$ cat config.mk
export PLATFORM = sky130hd
export DESIGN_NAME = writeback_arbiter
export DESIGN_NICKNAME = d
export VERILOG_FILES = /design/src/rtl/writeback_arbiter.sv
export SDC_FILE = /design/constraint.sdc
export NUM_CORES = 1
export LEC_CHECK = 0
export ABC_AREA = 1
export CAP_MARGIN = 15
export CORE_AREA = 4 4 114 116
export DETAILED_ROUTE_END_ITERATION = 7
export DIE_AREA = 0 0 118 120
export PLACE_DENSITY = 0.87
export RECOVER_POWER = 25
export SLEW_MARGIN = 20
export SYNTH_ARGS = -nofsm -noshare
export SYNTH_HDL_FRONTEND = slang
export SYNTH_SLANG_ARGS = --single-unit
$ cat constraint.sdc
create_clock -name clk -period 3.8 [get_ports clk]
set_input_delay 0.57 -clock clk [delete_from_list [all_inputs] [get_ports clk]]
set_output_delay 0.57 -clock clk [all_outputs]
set_load 0.02 [all_outputs]
$ cat src/rtl/writeback_arbiter.sv
// Register-file writeback arbiter: ALU results always win, and long-latency results
// either bypass straight to the write port or wait in a small FIFO.
module writeback_arbiter #(
    parameter int DEPTH        = 2,
    parameter int STARVE_LIMIT = 4
) (
    input  logic        clk,
    input  logic        reset,
    input  logic        alu_valid,
    input  logic [4:0]  alu_rd,
    input  logic [31:0] alu_data,
    input  logic        mem_valid,
    input  logic [4:0]  mem_rd,
    input  logic [31:0] mem_data,
    output logic        mem_ready,
    output logic        wb_we,
    output logic [4:0]  wb_rd,
    output logic [31:0] wb_data,
    output logic        stall_alu,
    output logic [31:0] pend_mask
);
    localparam int         PTR_W = (DEPTH > 1) ? $clog2(DEPTH) : 1;
    localparam int         CNT_W = $clog2(DEPTH + 1);
    localparam logic [2:0] LIMIT = 3'(STARVE_LIMIT);

    logic [4:0]       fifo_rd   [DEPTH];
    logic [31:0]      fifo_data [DEPTH];
    logic [DEPTH-1:0] slot_valid;
    logic [PTR_W-1:0] rd_ptr;
    logic [PTR_W-1:0] wr_ptr;
    logic [CNT_W-1:0] count;
    logic [2:0]       starve_cnt;
    logic [2:0]       starve_nxt;
    logic             fifo_empty;
    logic             pop;
    logic             bypass;
    logic             push;

    function automatic logic [PTR_W-1:0] ptr_inc(input logic [PTR_W-1:0] p);
        return (p == PTR_W'(DEPTH - 1)) ? '0 : p + PTR_W'(1);
    endfunction

    assign fifo_empty = (count == '0);
    assign mem_ready  = (count < CNT_W'(DEPTH));
    assign pop        = !alu_valid && !fifo_empty;
    assign bypass     = !alu_valid && fifo_empty && mem_valid;
    assign push       = mem_valid && mem_ready && !bypass;

    // The starvation counter only runs while the ALU is blocking a waiting entry.
    always_comb begin
        starve_nxt = starve_cnt;
        if (pop || fifo_empty)
            starve_nxt = '0;
        else if (alu_valid && starve_cnt != 3'd7)
            starve_nxt = starve_cnt + 3'd1;
    end

    // Slot-valid bits make the pending mask a simple OR over occupied slots.
    always_comb begin
        pend_mask = '0;
        for (int i = 0; i < DEPTH; i++)
            if (slot_valid[i])
                pend_mask[fifo_rd[i]] = 1'b1;
    end

    always_ff @(posedge clk) begin
        if (push) begin
            fifo_rd[wr_ptr]   <= mem_rd;
            fifo_data[wr_ptr] <= mem_data;
        end
    end

    always_ff @(posedge clk or negedge reset) begin
        if (!reset) begin
            rd_ptr     <= '0;
            wr_ptr     <= '0;
            count      <= '0;
            slot_valid <= '0;
            starve_cnt <= '0;
            stall_alu  <= 1'b0;
        end else begin
            if (pop) begin
                rd_ptr             <= ptr_inc(rd_ptr);
                slot_valid[rd_ptr] <= 1'b0;
            end
            if (push) begin
                wr_ptr             <= ptr_inc(wr_ptr);
                slot_valid[wr_ptr] <= 1'b1;
            end
            case ({push, pop})
                2'b10:   count <= count + CNT_W'(1);
                2'b01:   count <= count - CNT_W'(1);
                default: count <= count;
            endcase
            starve_cnt <= starve_nxt;
            stall_alu  <= (starve_nxt >= LIMIT);
        end
    end

    // Writes to x0 still consume their turn but never assert the write enable.
    always_ff @(posedge clk or negedge reset) begin
        if (!reset) begin
            wb_we   <= 1'b0;
            wb_rd   <= '0;
            wb_data <= '0;
        end else if (alu_valid) begin
            wb_we   <= (alu_rd != 5'd0);
            wb_rd   <= alu_rd;
            wb_data <= alu_data;
        end else if (pop) begin
            wb_we   <= (fifo_rd[rd_ptr] != 5'd0);
            wb_rd   <= fifo_rd[rd_ptr];
            wb_data <= fifo_data[rd_ptr];
        end else if (bypass) begin
            wb_we   <= (mem_rd != 5'd0);
            wb_rd   <= mem_rd;
            wb_data <= mem_data;
        end else begin
            wb_we   <= 1'b0;
        end
    end
endmodule

Yosys cells after proc, flatten, opt, wreduce, memory -nomap -nowiden --
Memories as Yosys holds them, arrays and structs flattened. Index checks and enable logic that the tools add are counted.
Cells by class: $add $sub $neg 5, multipliers 0, div/mod/pow operators 0, $lt $le $gt $ge 10, equality and inequality tests 3, shift operators 0, muxes and demuxes 28, bitwise logic cells 4, reduce and logical (&&, ||, !) cells 20
Operator list (number):
- 32-bit 2-to-1 mux | 5
- 32-bit OR | 1
- 5-bit 2-to-1 mux | 3
- 5-bit nonzero test | 3
- 5-bit by 6-bit < comparator with 1-bit output (second input constant) | 2
- 1-bit 2-to-1 mux | 11
- 1-bit demux with 5-bit select | 2
- 5-bit by 1-bit >= comparator with 1-bit output (second input constant) | 2
- 1-bit logical AND | 10
- 3-bit 2-to-1 mux | 2
- 1-bit by 2-bit < comparator with 1-bit output (second input constant) | 2
- 2-bit 2-to-1 mux | 2
- 2-bit one-hot mux with 2 select lines | 1
- 3-bit by 1-bit adder with 3-bit output (second input constant) | 1
- 3-bit >= comparator (second input constant) | 1
- 1-bit logical NOT | 3
- 3-bit != test (second input constant) | 1
- 3-bit nonzero test | 1
- 1-bit adder (second input constant) | 2
- 2-bit by 1-bit adder with 2-bit output (second input constant) | 1
- 2-bit AND | 1
- 1-bit demux with 1-bit select | 2
- 2-bit by 1-bit equality test with 1-bit output (second input constant) | 1
- 2-bit equality test (second input constant) | 1
- 8 further kinds | 9
Storage, ports and cells: flip-flop bits (word level) 48, bits in latches 0, bits in writable memories 74, ROM bits 0, input port bits 78, logic and storage cells 81, memories kept 2
Memory list:
- fifo_data | depth 2, bits a word 32, rd ports 1, clocked after memory_dff 0, write ports 1, line 27 | logic [31:0] fifo_data [DEPTH];
- fifo_rd | depth 2, bits a word 5, rd ports 3, clocked after memory_dff 0, write ports 1, line 26 | logic [4:0] fifo_rd [DEPTH];

Longest topological paths before layout --
Gate-level depths: netlist of the first run.
depth in word-level cells 9, gate-level depth with buffers 9

Worst setup path after synthesis of the first run --
OpenSTA, ideal clock, no wires.
kind input -> register, start point input port alu_valid, end point memory fifo_data[0][0], enable pin, library setup time 0.431 ns, data arrival time 2.491 ns, data required time 3.369 ns, slack 0.878 ns, stages on the path 4, path buffers 0, cell sequence inv_1 > nand2_2 > nand3_1 > nor2_1
Between the ends: cells in the longest elaborated chain, start to end 7
Ends and longest elaborated chain:
- start, declared | line 9 | input logic alu_valid,
- 1-bit logical NOT | line 46 | assign bypass = !alu_valid && fifo_empty && mem_valid;
- 1-bit logical AND (2 in a row) | line 46
- 1-bit logical NOT | line 47 | assign push = mem_valid && mem_ready && !bypass;
- 1-bit logical AND | line 47
- 1-bit 2-to-1 mux | line 67 | if (push) begin
- 1-bit 2-to-1 mux (implied by the code) | line 69 | fifo_data[wr_ptr] <= mem_data;
- end, declared | line 27
Every way passes these cells.

==> impl_metrics.json, run 1 <==
{
  "dieHeight_um": 120,
  "tightest_slew_ps": 2610,
  "syn-instance-count": 643,
  "io_pins": 150,
  "fin_hold_ws_ps": 493,
  "pre_cts_ws_ps": 751,
  "layout_common_cells": "187 x nand2_1, 131 x clkdlybuf4s50_1, 101 x nor2_1",
  "combPwrFrac_pct": 34.1,
  "power_density_nw_per_um2": 699,
  "status": "finished, violations left",
  "worstPathArrival_ps": 2570,
  "antenna_found_initial": 0,
  "ys_warn_count": 0,
  "drt-pass1-iter-count": 5,
  "core_region_area_sq_um": 11900,
  "switching_share_pct": 35.6,
  "p_sw_mw": 1.96,
  "antenna_cells": 0,
  "seq_area_frac_synth_pct": 59.3,
  "grt_pass1_wl_mm": 25.2,
  "required_ps": 3230,
  "hold_violations": 0,
  "violations": "max-capacitance violations, max-slew violations",
  "hpwl_mm": 10.1,
  "die-area_sq_um": 14200,
  "ctsLongestPathBuffers": 2,
  "fin_tns_setup_ps": 0,
  "h-tree-depth": 4,
  "cts-root-buf": "clkbuf_16",
  "cts_tree": "built",
  "startpoint_type": "flip-flop",
  "power_mw": 5.52,
  "totalWireLength_mm": 15.2,
  "numCtsBuffers": 17,
  "grt-ovfl-total": 0,
  "holdBufCountCts": 0,
  "max-slew-margin-rel_pct": -74.3,
  "grt_pass1_vias": 5079,
  "die_w_um": 118,
  "start_util_pct": 48.1,
  "cts_resized": 0,
  "fmax_ghz": 0.318,
  "fin_crit_ps": 3140,
  "post_route_cells_drive_above_1_share_pct": 6.37,
  "finalSetupViolations": 0,
  "io_buffers": 149,
  "seqPwrFrac_pct": 36.1,
  "cts_sinks": 121,
  "nets": 869,
  "finClkSkew_ps": 10.0,
  "yosysUniqueCellTypes": 26,
  "grt_usage_pct": 22.0,
  "grt_max_degree": 48,
  "p_leak_nw": 3.32,
  "cap_violations": 1,
  "synth_fp_nets": 724,
  "place_congestion": 0.861,
  "mostFrequentLayoutCell": "nand2_1",
  "ys_ff_latch": 121,
  "crit_path_max_fanout": 8,
  "synth_area_per_cell_sq_um": 8.91,
  "clk_pin_slew_ps": 50,
  "clkLatencyLatePin_ps": 410,
  "synth_area_sq_um": 5730,
  "worstSetupEndpointType": "output port",
  "area_growth_pct": 37.7,
  "num_rows": 40,
  "drtAntennaViolNets": 0,
  "min_period_over_period_pct": 82.7,
  "drtIter0Drc": 435,
  "detail_route.wl_per_cell_um": 16.1,
  "clkPwrFrac_pct": 29.8,
  "crit_type": "reg -> out",
  "final_max_slew_viol_count": 48,
  "ir_worst_vdd_v": 0.000530,
  "cts_setup_buffers": 0,
  "drc": 0,
  "finalWorstSetupSlack_ps": 657,
  "hold_path.class": "reg -> reg",
  "rsz0062_at_grt": "no",
  "internal_power_mw": 3.56,
  "via_per_inst": 5.39,
  "vias": 5106
}
[critical path, stage by stage, from the launching register on]
cell and delay [ps]:
edfxtp_1 410, inv_1 80, nor3_1 780, nand2_1 110, o21ai_0 140, clkdlybuf4s50_1 640
[registers in the layout, summed over array words and instances, names as in the netlist]
name and count:
count 2, fifo_data 64, fifo_rd 10, rd_ptr 1, slot_valid 2, stall_alu 1
starve_cnt 2, wb_data 32, wb_rd 5, wb_we 1, wr_ptr 1
[logic make-up (layout without fill, tap and decap cells)]
family,after synthesis,after routing,share of synthesized area (%)
simple gates,408,408,29.7
flops,121,121,59.3
compound gates,50,50,4.50
fa+ha+maj,3,3,0.655
xor+xnor,5,5,0.764
buf+inv,56,214,5.13
[layout make-up]
cell class              instances  area [sq um]
fillers                       919          4020
flip-flops and latches        121          3400
multi-input cells             466          2050
repair buffers                156          1550
clock buffers                  18           439
well taps                     147           184
clock inverters                14           171
inverters                      26          97.6
[power groups by stage]
stage	Sequential [mW]	Clock, mW	Combinational (mW)
floorplan	2.20	0	0.908
global placement	2.00	0	1.84
detailed placement	2.01	0	1.88
CTS	1.99	1.66	1.89
global route	2.03	1.72	2.06
finish	1.99	1.64	1.88
[stage by stage]
| stage | instances | cell area, sq um | util, % |
|---|---|---|---|
| after floorplan | 643 | 5730 | - |
| after global placement | 916 | 7280 | 61.1 |
| after detailed placement | 916 | 7280 | 61.1 |
| after CTS | 948 | 7890 | 66.3 |
| after global routing | 948 | 7890 | 66.2 |
| final | 948 | 7890 | 66.2 |
[per-layer routing]
metal | track usage [%] | share of wire [%] | up-vias
met5 | 0 | 0 | -
met4 | 6.01 | 1.2 | 0
met3 | 4.29 | 6.5 | 15
met2 | 39.0 | 51 | 230
met1 | 27.7 | 41 | 2426
li1 | - | - | 2435
[path summary, 6_finish.rpt]
| kind | from | to | slack (ps) | cells after the start |
|---|---|---|---|---|
| max | fifo_rd[0][1] | pend_mask[11] | 660 | 5 |
| min | wb_rd[1] | wb_rd[1] | 490 | 2 |
| max reg2reg | count[0] | wb_rd[0] | 1380 | 7 |
| min reg2reg | wb_rd[1] | wb_rd[1] | 490 | 2 |
| max in group asynchronous | reset | count[1] | 1320 | 1 |
| min in group asynchronous | reset | wb_data[7] | 970 | 1 |
[Yosys cell counts]
cell type	n	area (sq um)
a21oi_1	2	10.0
a31oi_1	3	18.8
buf_1	1	3.75
buf_2	10	50.1
buf_4	5	37.5
buf_6	7	78.8
clkbuf_1	7	26.3
dfrtp_1	47	1180
edfxtp_1	74	2220
ha_1	3	37.5
inv_1	23	86.3
inv_2	3	11.3
nand2_1	187	702
nand2_2	2	12.5
nand3_1	97	485
nand4_1	3	18.8
nor2_1	103	387
nor2_4	2	22.5
nor3_1	12	60.1
o211ai_1	1	7.51
o21ai_0	40	200
o21ai_1	3	15.0
o22ai_1	1	6.26
or2_2	2	12.5
xnor2_1	1	8.76
xor2_1	4	35.0
No activity file was read; power rests on OpenSTA's default activity.
==> run 2: changes to the inputs <==
clock period = 2.9 ns   (was 3.8 ns; I/O delays follow)
==> run 2 against run 1 <==
Compared with the run above:
- the run now ends clean
- sequential cell count stayed put
- routed wire length is 0.31% lower
- clock-buffer cell count is 1 higher
- hold slack worse by 9.6 ps
- clock power is 32% higher
- final cell count is 0.95% higher
- cell area is 1.1% higher
- register-to-register slack worse by 370 ps
- first-iteration DRC count is 6.7% lower
==> impl_metrics.json, run 2 (synthesized netlist as in run 1, its figures left out) <==
{
  "dieHeight_um": 120,
  "required_ps": 2470,
  "antenna_found_initial": 2,
  "final_max_slew_viol_count": 0,
  "drtAntennaViolNets": 0,
  "power_density_nw_per_um2": 909,
  "met3WireLength_mm": 1.11,
  "fin_crit_ps": 2670,
  "hold_path.class": "reg -> reg",
  "cts_setup_buffers": 0,
  "min_period_over_period_pct": 92.0,
  "startpoint_type": "flip-flop",
  "grt-ovfl-total": 0,
  "largest_reg_flops": 64,
  "grt_usage_pct": 21.9,
  "die-area_sq_um": 14200,
  "worstPathArrival_ps": 2230,
  "mostFrequentLayoutCell": "nand2_1",
  "p_leak_nw": 3.36,
  "clk_pin_slew_ps": 60,
  "io_pins": 150,
  "fmax_ghz": 0.375,
  "grt_pass1_vias": 5083,
  "io_buffers": 149,
  "reg_top3": "fifo_data (64), wb_data (32), fifo_rd (10)",
  "start_util_pct": 48.1,
  "finClkSkew_ps": 9.54,
  "top_register": "fifo_data",
  "detail_route.wl_per_cell_um": 15.9,
  "cts_sinks": 121,
  "via_per_inst": 5.40,
  "drtIter0Drc": 406,
  "routed.top_layer": "met4",
  "status": "finished, final reports clean",
  "clkLatencyLatePin_ps": 410,
  "nFillCells": 924,
  "ir_worst_vdd_v": 0.000553,
  "grt_pass1_wl_mm": 24.7,
  "ctsLongestPathBuffers": 2,
  "place_congestion": 0.875,
  "finalSetupViolations": 0,
  "h-tree-depth": 4,
  "grt_max_degree": 54,
  "area_growth_pct": 39.1,
  "max-slew-margin-rel_pct": 40.2,
  "numCtsBuffers": 17,
  "hpwl_mm": 10.1,
  "totalWireLength_mm": 15.2,
  "num_rows": 40,
  "nets": 876,
  "drc": 0,
  "vias": 5167,
  "crit_path_max_fanout": 7,
  "design_area_sq_um": 7970,
  "hold_violations": 0,
  "core_region_area_sq_um": 11900,
  "cts-root-buf": "clkbuf_16",
  "cap_violations": 0,
  "die_w_um": 118,
  "tightest_slew_ps": 897,
  "wl_met2_mm": 7.93,
  "post_route_cells_drive_above_1_share_pct": 7.05,
  "cts_tree": "built",
  "worstSetupEndpointType": "output port",
  "layout_common_cells": "187 x nand2_1, 112 x clkdlybuf4s50_1, 101 x nor2_1",
  "drt-pass1-iter-count": 5,
  "wl_met1_mm": 5.88,
  "dpl_cell_area_sq_um": 7340,
  "fin_tns_setup_ps": 0,
  "crit_type": "reg -> out",
  "rsz0062_at_grt": "no"
}
[run 2: timing repair]
action | 4_1_cts | 5_1_grt
resized for setup | 0 | 0
hold endpoints to repair | 13 | 0
hold buffers | 1 | 0
[run 2: metrics by stage]
stage               util (%)  instances  hold slack, ps  worst slack [ps]  power (mW)
finish                  66.9        957             484               231        7.25
global placement        61.6        922             363               724        5.05
detailed placement      61.6        922             372               685        5.13
global route            66.9        957             506               118        7.65
CTS                     66.9        955             486               272        7.30
floorplan                  -        643             139              41.7        4.07
[run 2: worst max-delay path, cell delays in order, from the launching register on]
cell	delay [ps]
edfxtp_1	470
inv_1	110
nor3_1	410
nand2_1	90
o21ai_0	110
clkdlybuf4s50_1	640
[run 2: report_power, final]
group | switching [mW] | leakage [nW] | total [mW] | internal (mW)
Combinational | 1.54 | 1.83 | 2.50 | 0.960
Clock | 0.758 | 0.292 | 2.16 | 1.40
Sequential | 0.243 | 1.24 | 2.58 | 2.34
Total | 2.54 | 3.36 | 7.25 | 4.70
[run 2: cell type report]
type                    instances  area [sq um]  share of cell area (%)
clock buffers                  19           453                    5.68
multi-input cells             466          2050                    25.8
inverters                      26          97.6                    1.22
diodes                          2          5.00                  0.0628
clock inverters                13           169                    2.12
well taps                     147           184                    2.31
flip-flops and latches        121          3400                    42.6
repair buffers                163          1610                    20.2
[run 2: final timing paths]
| kind | start | to | slack, ps | depth (start not counted) |
|---|---|---|---|---|
| worst min register to register | wb_rd[2] | wb_rd[2] | 480 | 2 |
| max in group asynchronous | reset | starve_cnt[0] | 1230 | 3 |
| worst max register to register | count[0] | fifo_data[1][29] | 1010 | 5 |
| worst min-delay path | wb_rd[2] | wb_rd[2] | 480 | 2 |
| min in group asynchronous | reset | rd_ptr | 680 | 2 |
| worst max-delay path | fifo_rd[0][2] | pend_mask[20] | 230 | 5 |
[run 2: metal layers]
| metal | track usage [%] | up-vias |
|---|---|---|
| met5 | 0 | - |
| met4 | 9.23 | 0 |
| met3 | 5.75 | 27 |
| met2 | 38.8 | 247 |
| met1 | 25.2 | 2433 |
| li1 | - | 2460 |
